### src/rtl/nibble_bus_arb_pkg.sv
// Shared types and width helpers for the nibble bus arbiter.
package nibble_bus_arb_pkg;

  typedef enum logic [1:0] {IDLE, SETUP, WAIT, SAMPLE} arb_state_t;

  localparam int DEF_NREQ        = 2;
  localparam int DEF_WAIT_CYCLES = 1;

  // Width of a requester index; never below one bit so NREQ=1 still has a legal vector.
  function automatic int ptr_width(input int nreq);
    return (nreq <= 1) ? 1 : $clog2(nreq);
  endfunction

  // Width of the wait-state down-counter: max(1, clog2(w+1)).
  function automatic int cnt_width(input int w);
    return (w < 1) ? 1 : $clog2(w + 1);
  endfunction

endpackage

### src/rtl/nibble_bus_rr_pick.sv
// Combinational winner select: first requester at or after ptr, wrapping; one-hot plus index.
module nibble_bus_rr_pick #(
  parameter int NREQ = 2,
  parameter int PW   = 1
) (
  input  logic [NREQ-1:0] req,
  input  logic [PW-1:0]   ptr,
  output logic [NREQ-1:0] onehot,
  output logic [PW-1:0]   idx
);

  logic found;

  always_comb begin
    onehot = '0;
    idx    = '0;
    found  = 1'b0;
    // Two passes: indices from ptr upward, then the wrapped range below ptr.
    for (int i = 0; i < NREQ; i++) begin
      if (!found && req[i] && (i >= int'(ptr))) begin
        found     = 1'b1;
        onehot[i] = 1'b1;
        idx       = PW'(i);
      end
    end
    for (int i = 0; i < NREQ; i++) begin
      if (!found && req[i] && (i < int'(ptr))) begin
        found     = 1'b1;
        onehot[i] = 1'b1;
        idx       = PW'(i);
      end
    end
  end

endmodule

### src/rtl/nibble_bus_arbiter.sv
// Arbitrates NREQ requesters onto the external nibble bus and runs SETUP -> WAIT -> SAMPLE.
// Fixed priority by default; define NIBBLE_BUS_ARB_RR_EN for round-robin arbitration.
module nibble_bus_arbiter
  import nibble_bus_arb_pkg::*;
#(
  parameter int NREQ        = DEF_NREQ,
  parameter int AW          = 12,
  parameter int DW          = 4,
  parameter int WAIT_CYCLES = DEF_WAIT_CYCLES
) (
  input  logic               clk,
  input  logic               rst_n,
  input  logic [NREQ-1:0]    req,
  input  logic [NREQ-1:0]    we,
  input  logic [NREQ*AW-1:0] addr,
  input  logic [NREQ*DW-1:0] wdata,
  output logic [NREQ-1:0]    gnt,
  output logic [NREQ-1:0]    ack,
  output logic [DW-1:0]      rdata,
  output logic [AW-1:0]      bus_addr,
  output logic [DW-1:0]      bus_data_out,
  input  logic [DW-1:0]      bus_data_in,
  output logic               bus_data_rw
);

  localparam int PW = ptr_width(NREQ);
  localparam int CW = cnt_width(WAIT_CYCLES);

  arb_state_t      state;
  logic [CW-1:0]   wait_cnt;
  logic [PW-1:0]   rr_ptr;
  logic [NREQ-1:0] pick_oh;
  logic [PW-1:0]   pick_idx;
  logic [AW-1:0]   sel_addr;
  logic [DW-1:0]   sel_wdata;
  logic            sel_we;
  logic            to_sample;

  nibble_bus_rr_pick #(.NREQ(NREQ), .PW(PW)) u_pick (
    .req    (req),
    .ptr    (rr_ptr),
    .onehot (pick_oh),
    .idx    (pick_idx)
  );

  always_comb begin
    sel_addr  = '0;
    sel_wdata = '0;
    sel_we    = 1'b0;
    for (int i = 0; i < NREQ; i++) begin
      if (pick_oh[i]) begin
        sel_addr  = addr[i*AW +: AW];
        sel_wdata = wdata[i*DW +: DW];
        sel_we    = we[i];
      end
    end
  end

  assign to_sample = ((state == SETUP) && (WAIT_CYCLES == 0)) ||
                     ((state == WAIT) && (wait_cnt == CW'(1)));

`ifdef NIBBLE_BUS_ARB_RR_EN
  always_ff @(posedge clk or negedge rst_n) begin
    if (!rst_n) begin
      rr_ptr <= '0;
    end else if ((state == IDLE) && (|req)) begin
      rr_ptr <= (pick_idx == PW'(NREQ - 1)) ? '0 : pick_idx + PW'(1);
    end
  end
`else
  logic unused_idx;
  assign rr_ptr     = '0;
  assign unused_idx = ^pick_idx;
`endif

  // The bus outputs are the latched copies of the winner's request; bus_data_rw doubles as latched we.
  always_ff @(posedge clk or negedge rst_n) begin
    if (!rst_n) begin
      state        <= IDLE;
      wait_cnt     <= '0;
      gnt          <= '0;
      ack          <= '0;
      rdata        <= '0;
      bus_addr     <= '0;
      bus_data_out <= '0;
      bus_data_rw  <= 1'b0;
    end else begin
      ack <= '0;
      if (to_sample) begin
        // Capture on entry to SAMPLE so rdata is already valid while ack is high.
        state <= SAMPLE;
        ack   <= gnt;
        if (!bus_data_rw) rdata <= bus_data_in;
      end else begin
        case (state)
          IDLE: begin
            if (|req) begin
              state        <= SETUP;
              gnt          <= pick_oh;
              bus_addr     <= sel_addr;
              bus_data_rw  <= sel_we;
              bus_data_out <= sel_we ? sel_wdata : '0;
            end
          end
          SETUP: begin
            state    <= WAIT;
            wait_cnt <= CW'(WAIT_CYCLES);
          end
          WAIT: begin
            wait_cnt <= wait_cnt - CW'(1);
          end
          SAMPLE: begin
            state        <= IDLE;
            gnt          <= '0;
            bus_data_rw  <= 1'b0;
            bus_data_out <= '0;
          end
          default: state <= IDLE;
        endcase
      end
    end
  end

endmodule

### config.mk
export PLATFORM = sky130hd
export DESIGN_NAME = nibble_bus_arbiter
export DESIGN_NICKNAME = d
export VERILOG_FILES = /design/src/rtl/nibble_bus_arb_pkg.sv /design/src/rtl/nibble_bus_rr_pick.sv /design/src/rtl/nibble_bus_arbiter.sv
export SDC_FILE = /design/constraint.sdc
export NUM_CORES = 1
export LEC_CHECK = 0
export CELL_PAD_IN_SITES_DETAIL_PLACEMENT = 1
export CELL_PAD_IN_SITES_GLOBAL_PLACEMENT = 2
export CORE_ASPECT_RATIO = 0.8
export CORE_UTILIZATION = 22
export CTS_BUF_LIST = sky130_fd_sc_hd__clkbuf_2 sky130_fd_sc_hd__clkbuf_4 sky130_fd_sc_hd__clkbuf_8
export DETAILED_ROUTE_END_ITERATION = 8
export MAX_ROUTING_LAYER = met4
export PLACE_DENSITY_LB_ADDON = 0.1
export REMOVE_ABC_BUFFERS = 1
export SYNTH_ARGS = -nofsm -noshare
export SYNTH_HDL_FRONTEND = slang
export SYNTH_SLANG_ARGS = --single-unit
### constraint.sdc
create_clock -name clk -period 1.65 [get_ports clk]
set_input_delay 0.2475 -clock clk [delete_from_list [all_inputs] [get_ports clk]]
set_output_delay 0.2475 -clock clk [all_outputs]
set_load 0.05 [all_outputs]
==> impl_metrics.csv, run 1 <==
group,metric,value,unit
synth,synth_top_area_share,49.9,%
routing,wire_per_inst,15.5,microns
layout,nNetsFinal,250,
grt,grt_pass1_wl,7200,microns
layout,synthToLayoutAreaGrowth,61.4,%
sta,max_freq,609,MHz
layout,antennaDiodeCount,0,
place,dp_hpwl,3310,microns
place,place_area,0.00213,sq mm
routing,drc,0,
sta,slew_headroom,74.2,%
grt,grtUsageTotal,14.4,%
floorplanning,die_h,73.5,microns
worst_setup_path,cp.buffers_inverters,1,
routing,drt_iter0_drc,8,
routing,wl,4400,microns
worst_setup_path,worstPathRequired,1860,ps
grt,grt.overflow.total,0,
worst_setup_path,r2r_cells,5,
sta,clock_skew,15.2,ps
layout,fin_util,37.6,%
floorplanning,rows,25,
floorplanning,initial_utilization,23.3,%
grt,grt_pass1_vias,1371,
synth,yosysMostFrequentCell,"dfrtp_1",
layout,seqCellArea,701,sq um
synth,yosys.area.top_type,"dfrtp_1",
layout,final_area,0.00227,sq mm
sta,setup_violations,0,
power_and_ir_drop,total_power,4.36,mW
place,gp_congestion,0.757,
clock_network,clk_latency,290,ps
clock_network,cts-root-buf,"clkbuf_8",
worst_setup_path,cp.depth,5,
worst_setup_path,slowest_delay,470,ps
layout,multiInputGateArea,696,sq um
sta,min_period,1640,ps
sta,rsz0062_at_grt,"true",
clock_network,clk_pin_slew,110,ps
synth,synth-edff-count,0,
worst_setup_path,end_kind,"register",
power_and_ir_drop,p_leak,1.04,nW
worst_setup_path,worstPathArrival,1850,ps
routing,viasPerCell,4.37,
clock_network,htree_levels,1,
worst_setup_path,cp_slowest_cell,"a2111o_1",
synth,synth_cell_type_count,30,
sta,tightest_slew,387,ps
sta,whs,336,ps
synth,netlist_area,0.00141,sq mm
clock_network,numCtsBuffers,3,
run_status,status,"complete, no violations",
worst_setup_path,cp-start-kind,"register",
power_and_ir_drop,p_per_area,1920,mW/mm^2
floorplanning,num_io_pins,67,
layout,fillers,669,
clock_network,hold_buffers,0,
layout,layout-drive-gt1-share,33.5,%
floorplanning,core,0.00604,sq mm
sta,setup_tns,0,ps
synth,ys_async_sr_fraction,100,%
routing,vias,1242,
synth,synth-seq-cells,28,
synth,yosysWarnings,0,
worst_setup_path,path_class,"register to register",
floorplanning,die_area,0.00671,sq mm
job,drv_cap,0,
clock_network,clock_sinks,28,
power_and_ir_drop,irDropWorstVdd,0.000768,V
clock_network,cts_tree,"done",
synth,synthTopCellsByCount,"dfrtp_1 (28), nand2_1 (22), mux2_2 (16)",
sta,slew_violations,0,
sta,hold_violations,0,
grt,antenna_found_initial,0,
floorplanning,die_w,91.4,microns
worst_setup_path,cp_top_family,"compound AO/OA/AOI/OAI gates",
routing,ant_nets,0,
grt,grt_max_degree,29,
synth,ys.flop_type,"dfrtp_1",
synth,synth_seq_area_share,49.9,%
synth,syn_area_per_cell,10.9,sq um
routing,firstDrtPassIters,3,
sta,post-route-period-util,99.5,%
min_path,hold_path_class,"primary input to async pin",
synth,ys_top_cells_by_area,"dfrtp_1 (50%), mux2_2 (13%), nand2_1 (5.9%), o21ai_0 (5.0%), ha_1 (3.6%)",
synth,synth_cells,129,
worst_setup_path,path_max_fanout,6,
worst_setup_path,crit_chain,"inv_2, ha_4, a21o_1, a2111o_1, o2bb2ai_2",
clock_network,clock_path_buffers,2,
place,portBuffers,66,
## path summary, 6_finish.rpt
check / slack, ps / start / end
setup / recovery: 9 / state[0] / bus_data_out[0]
hold / removal: 340 / rst_n / gnt[1]
setup reg to reg: 9 / state[0] / bus_data_out[0]
hold reg to reg: 510 / bus_data_out[2] / bus_data_out[2]
max in group asynchronous: 1020 / rst_n / bus_addr[3]
min in group clk: 510 / bus_data_out[2] / bus_data_out[2]
## state kept, by name (all words and copies together) (netlist names)
signal        flops
bus_data_out      4
state             2
bus_data_rw       1
ack               2
gnt               2
bus_addr         12
rdata             4
wait_cnt          1
## through the flow
stage                     instances  worst slack, ps
after detailed placement        277             -148
after global routing            284            -48.3
after CTS                       281             13.2
after global placement          277             -112
after floorplan                 121             5.31
final                           284             8.84
## where the power goes
part           total (mW)  leakage, nW  switching, mW  internal [mW]
Clock               0.564       0.0357          0.238          0.326
Combinational        2.63        0.655           1.61           1.02
Sequential           1.16        0.350          0.182          0.982
Total                4.36         1.04           2.03           2.33
## area by class of cell
| type | count | area share [%] |
|---|---|---|
| clock inverter | 1 | 1.32 |
| clock buffer | 3 | 1.82 |
| inverter | 3 | 0.496 |
| multi-input combinational | 90 | 30.7 |
| sequential | 28 | 30.9 |
| tap | 81 | 4.47 |
| timing repair buffer | 78 | 30.3 |
## cell usage in the layout, fill, tap and decap left out, drive strengths merged
cell	netlist	routed
dfrtp	28	28
o21ai	14	14
and3	2	2
a22oi	1	1
mux2	16	16
nand3	2	2
ha	4	4
a21oi	3	3
nor2b	2	2
clkdlybuf4s50	0	41
o211ai	1	1
a22o	3	3
o2bb2ai	3	3
and3b	3	3
bufinv	0	1
inv	3	3
o41ai	1	1
nor3b	2	2
clkbuf	4	3
or3	1	1
buf	4	37
nand3b	1	1
a21o	3	3
a2111o	1	1
or4	1	1
or3b	1	1
nand2b	1	1
or2	1	1
nand2	22	22
o31ai	1	1
## what timing repair did
| item | 4_1_cts | 5_1_grt |
|---|---|---|
| endpoints found under the setup margin | 12 | 20 |
| pin swaps | 0 | 5 |
| gates resized for setup | 2 | 7 |
| setup buffers | 0 | 3 |
## metal layers
layer	part of all wire (%)	track usage, %
met1	45	18.6
met2	48	22.9
met3	5.6	3.52
met4	0.75	3.70
met5	0	-
## logic make-up (layout without fill, tap and decap cells)
logic type,after synthesis,in the layout,share of synthesized area [%]
multiplexers,16,16,12.8
AO/OA/AOI/OAI,31,31,14.4
adder cells (fa/ha/maj),4,4,3.56
buffers and inverters,11,85,3.92
flip-flops,28,28,49.9
AND/OR/NAND/NOR,39,39,15.4
No activity file was read; power rests on OpenSTA's default activity.
==> run 2, diff against run 1 <==
Settings changed: CORE_MARGIN set to 2, SETUP_SLACK_MARGIN set to 0.3.
==> run 2 against run 1 <==
Net effect:
- die area up 5.0%
- final cell count is 2.8% higher
- largest power group unchanged
- highest routed layer unchanged
- via count grew 3.5%
- largest cell class is now multi-input gates
- worst setup slack better by 66 ps
- register-to-register slack better by 70 ps
==> impl_metrics.csv, run 2 (synthesis gave the netlist of run 1 again) <==
group,metric,value,unit
grt,grt_max_degree,29,
floorplanning,die_w,93.4,microns
sta,max_freq,635,MHz
layout,antennaDiodeCount,0,
layout,synthToLayoutAreaGrowth,71.1,%
grt,grt_pass1_vias,1385,
worst_setup_path,r2r-start,"state[1]",
layout,largest_reg_flops,12,
sta,min_period,1580,ps
sta,whs,336,ps
routing,drc,0,
layout,top_register,"bus_addr",
sta,setup_tns,0,ps
floorplanning,initial_utilization,22.4,%
place,dp_hpwl,3410,microns
layout,final_common_cell,"clkdlybuf4s50_1",
worst_setup_path,path_max_fanout,6,
worst_setup_path,end_kind,"register",
clock_network,clk_latency,280,ps
clock_network,cts-root-buf,"clkbuf_8",
floorplanning,rows,26,
worst_setup_path,r2r-end,"bus_data_out[3]",
sta,slew_violations,0,
routing,wire_per_inst,15.6,microns
sta,hold_violations,0,
worst_setup_path,worstPathArrival,1770,ps
routing,vias,1285,
routing,ant_nets,0,
power_and_ir_drop,p_per_area,1940,mW/mm^2
floorplanning,core,0.00628,sq mm
sta,clock_skew,5.94,ps
clock_network,cts_tree,"done",
layout,reg.largest.list,"bus_addr x12, bus_data_out x4, rdata x4",
sta,post-route-period-util,95.5,%
clock_network,clk_pin_slew,100,ps
floorplanning,die_area,0.00705,sq mm
routing,drt_iter0_drc,23,
power_and_ir_drop,p_leak,1.10,nW
power_and_ir_drop,irDropWorstVdd,0.000806,V
worst_setup_path,worstPathRequired,1850,ps
job,drv_cap,0,
clock_network,htree_levels,1,
place,post-place-cells,283,
worst_setup_path,r2r_cells,6,
routing,wl,4540,microns
clock_network,numCtsBuffers,3,
grt,grtUsageTotal,14.0,%
grt,grt_pass1_wl,7250,microns
worst_setup_path,r2r_setup_slack,70,ps
grt,grt.overflow.total,0,
min_path,hold_path_class,"primary input to async pin",
sta,slew_headroom,74.4,%
layout,fin_cells,292,
worst_setup_path,cp-start-kind,"register",
sta,rsz0062_at_grt,"true",
place,gp_congestion,0.769,
worst_setup_path,path_class,"register to register",
clock_network,clock_sinks,28,
layout,nNetsFinal,255,
sta,tightest_slew,384,ps
floorplanning,die_h,75.5,microns
place,portBuffers,66,
sta,setup_violations,0,
grt,antenna_found_initial,0,
layout,final_cell_mix,"clkdlybuf4s50_1 (41), buf_4 (38), dfrtp_1 (27)",
routing,firstDrtPassIters,4,
routing,viasPerCell,4.40,
floorplanning,num_io_pins,67,
layout,layout-drive-gt1-share,39.9,%
run_status,status,"complete, no violations",
clock_network,clock_path_buffers,2,
==> run 2: changes by cell type in the layout (fill, tap and decap cells not counted), moves of 2 or more <==
| cell | previous run | this run |
|---|---|---|
| buf_6 | 0 | 3 |
| ha_1 | 2 | 0 |
| ha_2 | 0 | 2 |
| nor3b_1 | 2 | 0 |
| nor3b_4 | 0 | 2 |
==> run 2: layout make-up <==
cell class / count / area [sq um]
timing repair buffer: 83 / 749
multi-input combinational: 90 / 764
tap: 84 / 105
fill: 713 / 3870
inverter: 3 / 11.3
clock inverter: 1 / 30.0
clock buffer: 3 / 41.3
sequential: 28 / 702
==> run 2: power breakdown <==
part	switching [mW]	total (mW)	leakage (nW)	internal, mW
clock	0.232	0.557	0.0357	0.325
combinational	1.73	2.93	0.719	1.20
sequential	0.202	1.19	0.349	0.985
total	2.16	4.67	1.10	2.51
==> run 2: worst max-delay path by stage <==
stage | endpoint | startpoint | slack (ps) | depth (start not counted)
2_1_floorplan | bus_addr[0] | state[0] | 5 | 5
3_3_place_gp | bus_addr[8] | req[0] | -100 | 5
3_5_place_dp | bus_addr[9] | req[0] | -160 | 5
4_1_cts | bus_data_out[2] | state[1] | 10 | 5
5_1_grt | gnt[1] | state[1] | -20 | 6
6_report | bus_data_out[3] | state[1] | 70 | 6
==> run 2: routing by layer <==
metal | wire length [microns] | track usage (%)
met1 | 2130 | 18.5
met2 | 2100 | 21.6
met3 | 250 | 3.36
met4 | 51 | 4.41
met5 | 0 | -
==> run 2: worst max-delay path, stage by stage, from the launching register on <==
cell and delay (ps):
dfrtp_2 460, inv_2 90, ha_4 200, a21o_1 200, buf_6 140, nand2b_4 180, o31ai_4 220
==> run 2: what timing repair did <==
action / CTS / global route
hold buffers: 0 / 0
hold endpoints to repair: 0 / 0
resized for setup: 15 / 14
endpoints found under the setup margin: 25 / 25
buffers inserted: 5 / 0
pin swaps: 9 / 4
==> run 2: metrics by stage <==
stage | worst slack [ps] | utilization [%] | instance area [sq um] | total power [mW]
final | 74.4 | 38.3 | 2400 | 4.67
after floorplan | 5.31 | - | 1360 | 2.77
after global routing | -15.1 | 38.3 | 2400 | 4.95
after global placement | -104 | 34.5 | 2170 | 3.60
after CTS | 14.7 | 37.2 | 2340 | 4.55
after detailed placement | -163 | 34.5 | 2170 | 3.65
==> run 3, diff against run 2 <==
Settings changed: PLACE_DENSITY set to 0.88, PLACE_DENSITY_LB_ADDON 0.1 to not set.
==> run 3 against run 2 <==
Net effect:
- register-to-register slack better by 30 ps
- clock skew down 3.5 ps
- flip-flop and latch count unchanged
- global-route usage down 0.84 points
- combinational power up 4%
- critical endpoint is now bus_addr[9]
- largest cell class unchanged
- highest routed layer unchanged
==> impl_metrics.csv, run 3 (synthesis gave the netlist of run 1 again) <==
group,metric,value,unit
run_status,status,"complete, no violations",
power_and_ir_drop,total_power,4.60,mW
layout,reg.largest.list,"bus_addr x12, bus_data_out x4, rdata x4",
layout,final_common_cell,"clkdlybuf4s50_1",
grt,antenna_found_initial,0,
layout,synthToLayoutAreaGrowth,70.5,%
floorplanning,die_area,0.00705,sq mm
worst_setup_path,end_kind,"register",
floorplanning,rows,26,
routing,vias,1299,
floorplanning,die_h,75.5,microns
sta,hold_violations,0,
power_and_ir_drop,pwr-share-clk,8.2,%
layout,antennaDiodeCount,0,
routing,top_layer,"met4",
worst_setup_path,cp.depth,6,
clock_network,cts_tree,"done",
clock_network,clk_latency,270,ps
floorplanning,num_io_pins,67,
routing,ant_nets,0,
grt,grt_max_degree,29,
layout,nNetsFinal,256,
layout,layout-drive-gt1-share,38.0,%
worst_setup_path,worstPathRequired,1810,ps
power_and_ir_drop,p_per_area,1920,mW/mm^2
worst_setup_path,cp-start-kind,"register",
layout,final_cell_mix,"clkdlybuf4s50_1 (40), buf_4 (39), dfrtp_1 (28)",
sta,min_period,1540,ps
power_and_ir_drop,irDropWorstVdd,0.000634,V
worst_setup_path,r2r-start,"state[1]",
clock_network,clk_pin_slew,90,ps
worst_setup_path,cp.buffers_inverters,2,
worst_setup_path,path_max_fanout,6,
worst_setup_path,slowest_delay,410,ps
layout,fillers,690,
routing,wl,4500,microns
routing,firstDrtPassIters,3,
place,portBuffers,66,
sta,setup_ws,109,ps
grt,grt.overflow.total,0,
sta,setup_violations,0,
place,dp_hpwl,3300,microns
layout,seqCellArea,701,sq um
routing,drc,0,
sta,rsz0062_at_grt,"true",
routing,drt-met1-wl,1970,microns
power_and_ir_drop,p_leak,1.13,nW
job,drv_cap,0,
clock_network,htree_levels,1,
worst_setup_path,crit_chain,"buf_6, ha_4, nand2_4, o211ai_1, buf_4, mux2_4",
grt,grtUsageTotal,13.2,%
worst_setup_path,cp_slowest_cell,"dfrtp_1",
floorplanning,core,0.00628,sq mm
worst_setup_path,r2r_setup_slack,110,ps
clock_network,cts-root-buf,"clkbuf_8",
place,gp_congestion,0.755,
sta,slew_violations,0,
sta,post-route-period-util,93.4,%
sta,whs,344,ps
floorplanning,initial_utilization,22.4,%
min_path,hold_path_class,"primary input to async pin",
power_and_ir_drop,swShare,47.0,%
layout,top_register,"bus_addr",
grt,grt_pass1_wl,6930,microns
layout,multiInputGateArea,787,sq um
sta,slew_headroom,75.0,%
worst_setup_path,path_class,"register to register",
routing,viasPerCell,4.45,
power_and_ir_drop,switchingPower,2.16,mW
routing,wire_per_inst,15.4,microns
routing,drt_iter0_drc,40,
power_and_ir_drop,p_int,2.43,mW
sta,max_freq,649,MHz
layout,fin_util,38.2,%
routing,route.met3.wl,250,microns
floorplanning,die_w,93.4,microns
power_and_ir_drop,combinationalPowerShare,66.3,%
worst_setup_path,worstPathArrival,1710,ps
grt,grt_pass1_vias,1384,
layout,largest_reg_flops,12,
sta,tightest_slew,376,ps
worst_setup_path,r2r-end,"bus_addr[9]",
worst_setup_path,cp_top_family,"flip-flops",
power_and_ir_drop,seq_power_share,25.6,%
worst_setup_path,r2r_cells,6,
clock_network,numCtsBuffers,3,
clock_network,clock_path_buffers,2,
clock_network,clock_sinks,28,
routing,met2_length,2240,microns
place,pre_cts_slack,-137,ps
sta,clock_skew,2.45,ps
## run 3: changes by cell type in the layout (fill, tap and decap cells not counted), sizes merged
cell | before | now
clkdlybuf4s50 | 41 | 40
buf | 42 | 43
dlymetal6s2s | 0 | 1
bufinv | 1 | 0
## run 3: per-layer routing
metal,vias to the layer above,track usage (%)
met4,0,2.94
li1,616,-
met2,37,22.5
met3,5,3.36
met5,-,-
met1,641,16.0
## run 3: power groups by stage
stage / logic [mW] / registers (mW) / clock network, mW
after floorplan: 0.696 / 2.07 / 0
after detailed placement: 2.46 / 1.18 / 0
after global placement: 2.40 / 1.17 / 0
after global routing: 3.21 / 1.22 / 0.421
after CTS: 2.84 / 1.18 / 0.392
final: 3.05 / 1.18 / 0.375
## run 3: final cells by class
type	instances	area share [%]
repair buffers	84	31.3
multi-input cells	90	32.8
flip-flops and latches	28	29.2
clock buffers	3	1.72
well taps	84	4.39
inverters	3	0.470
## run 3: worst max path at each step
| stage | slack (ps) | from | to |
|---|---|---|---|
| finish | 110 | state[1] | bus_addr[9] |
| global route | 40 | state[0] | bus_addr[5] |
| CTS | 70 | state[1] | bus_data_out[2] |
| detailed placement | -140 | req[0] | bus_addr[8] |
| global placement | -90 | req[0] | bus_addr[3] |
| floorplan | 5 | state[0] | bus_addr[0] |
## run 3: repair_timing
item                                    4_1_cts  5_1_grt
endpoints found under the hold margin         0        0
endpoints found under the setup margin       25       25
pin swaps                                     9        9
gates resized for setup                      25       14
buffers inserted                              5        2
hold buffers                                  0        0
cloned                                        1        0
## run 3: per-stage QoR
step	std cells	area (sq um)	setup TNS, ps
floorplan	121	1360	0
global placement	281	2140	-1650
detailed placement	281	2140	-2310
CTS	290	2320	0
global route	292	2400	0
finish	292	2400	0
## run 3: worst register-to-register path, delay by kind of cell (launching register included)
kind / cells / cell delay [ps]
AND/OR/NAND/NOR: 1 / 80
flip-flops: 1 / 410
adder cells (fa/ha/maj): 1 / 170
AO/OA/AOI/OAI: 1 / 120
buffers and inverters: 2 / 340
multiplexers: 1 / 310
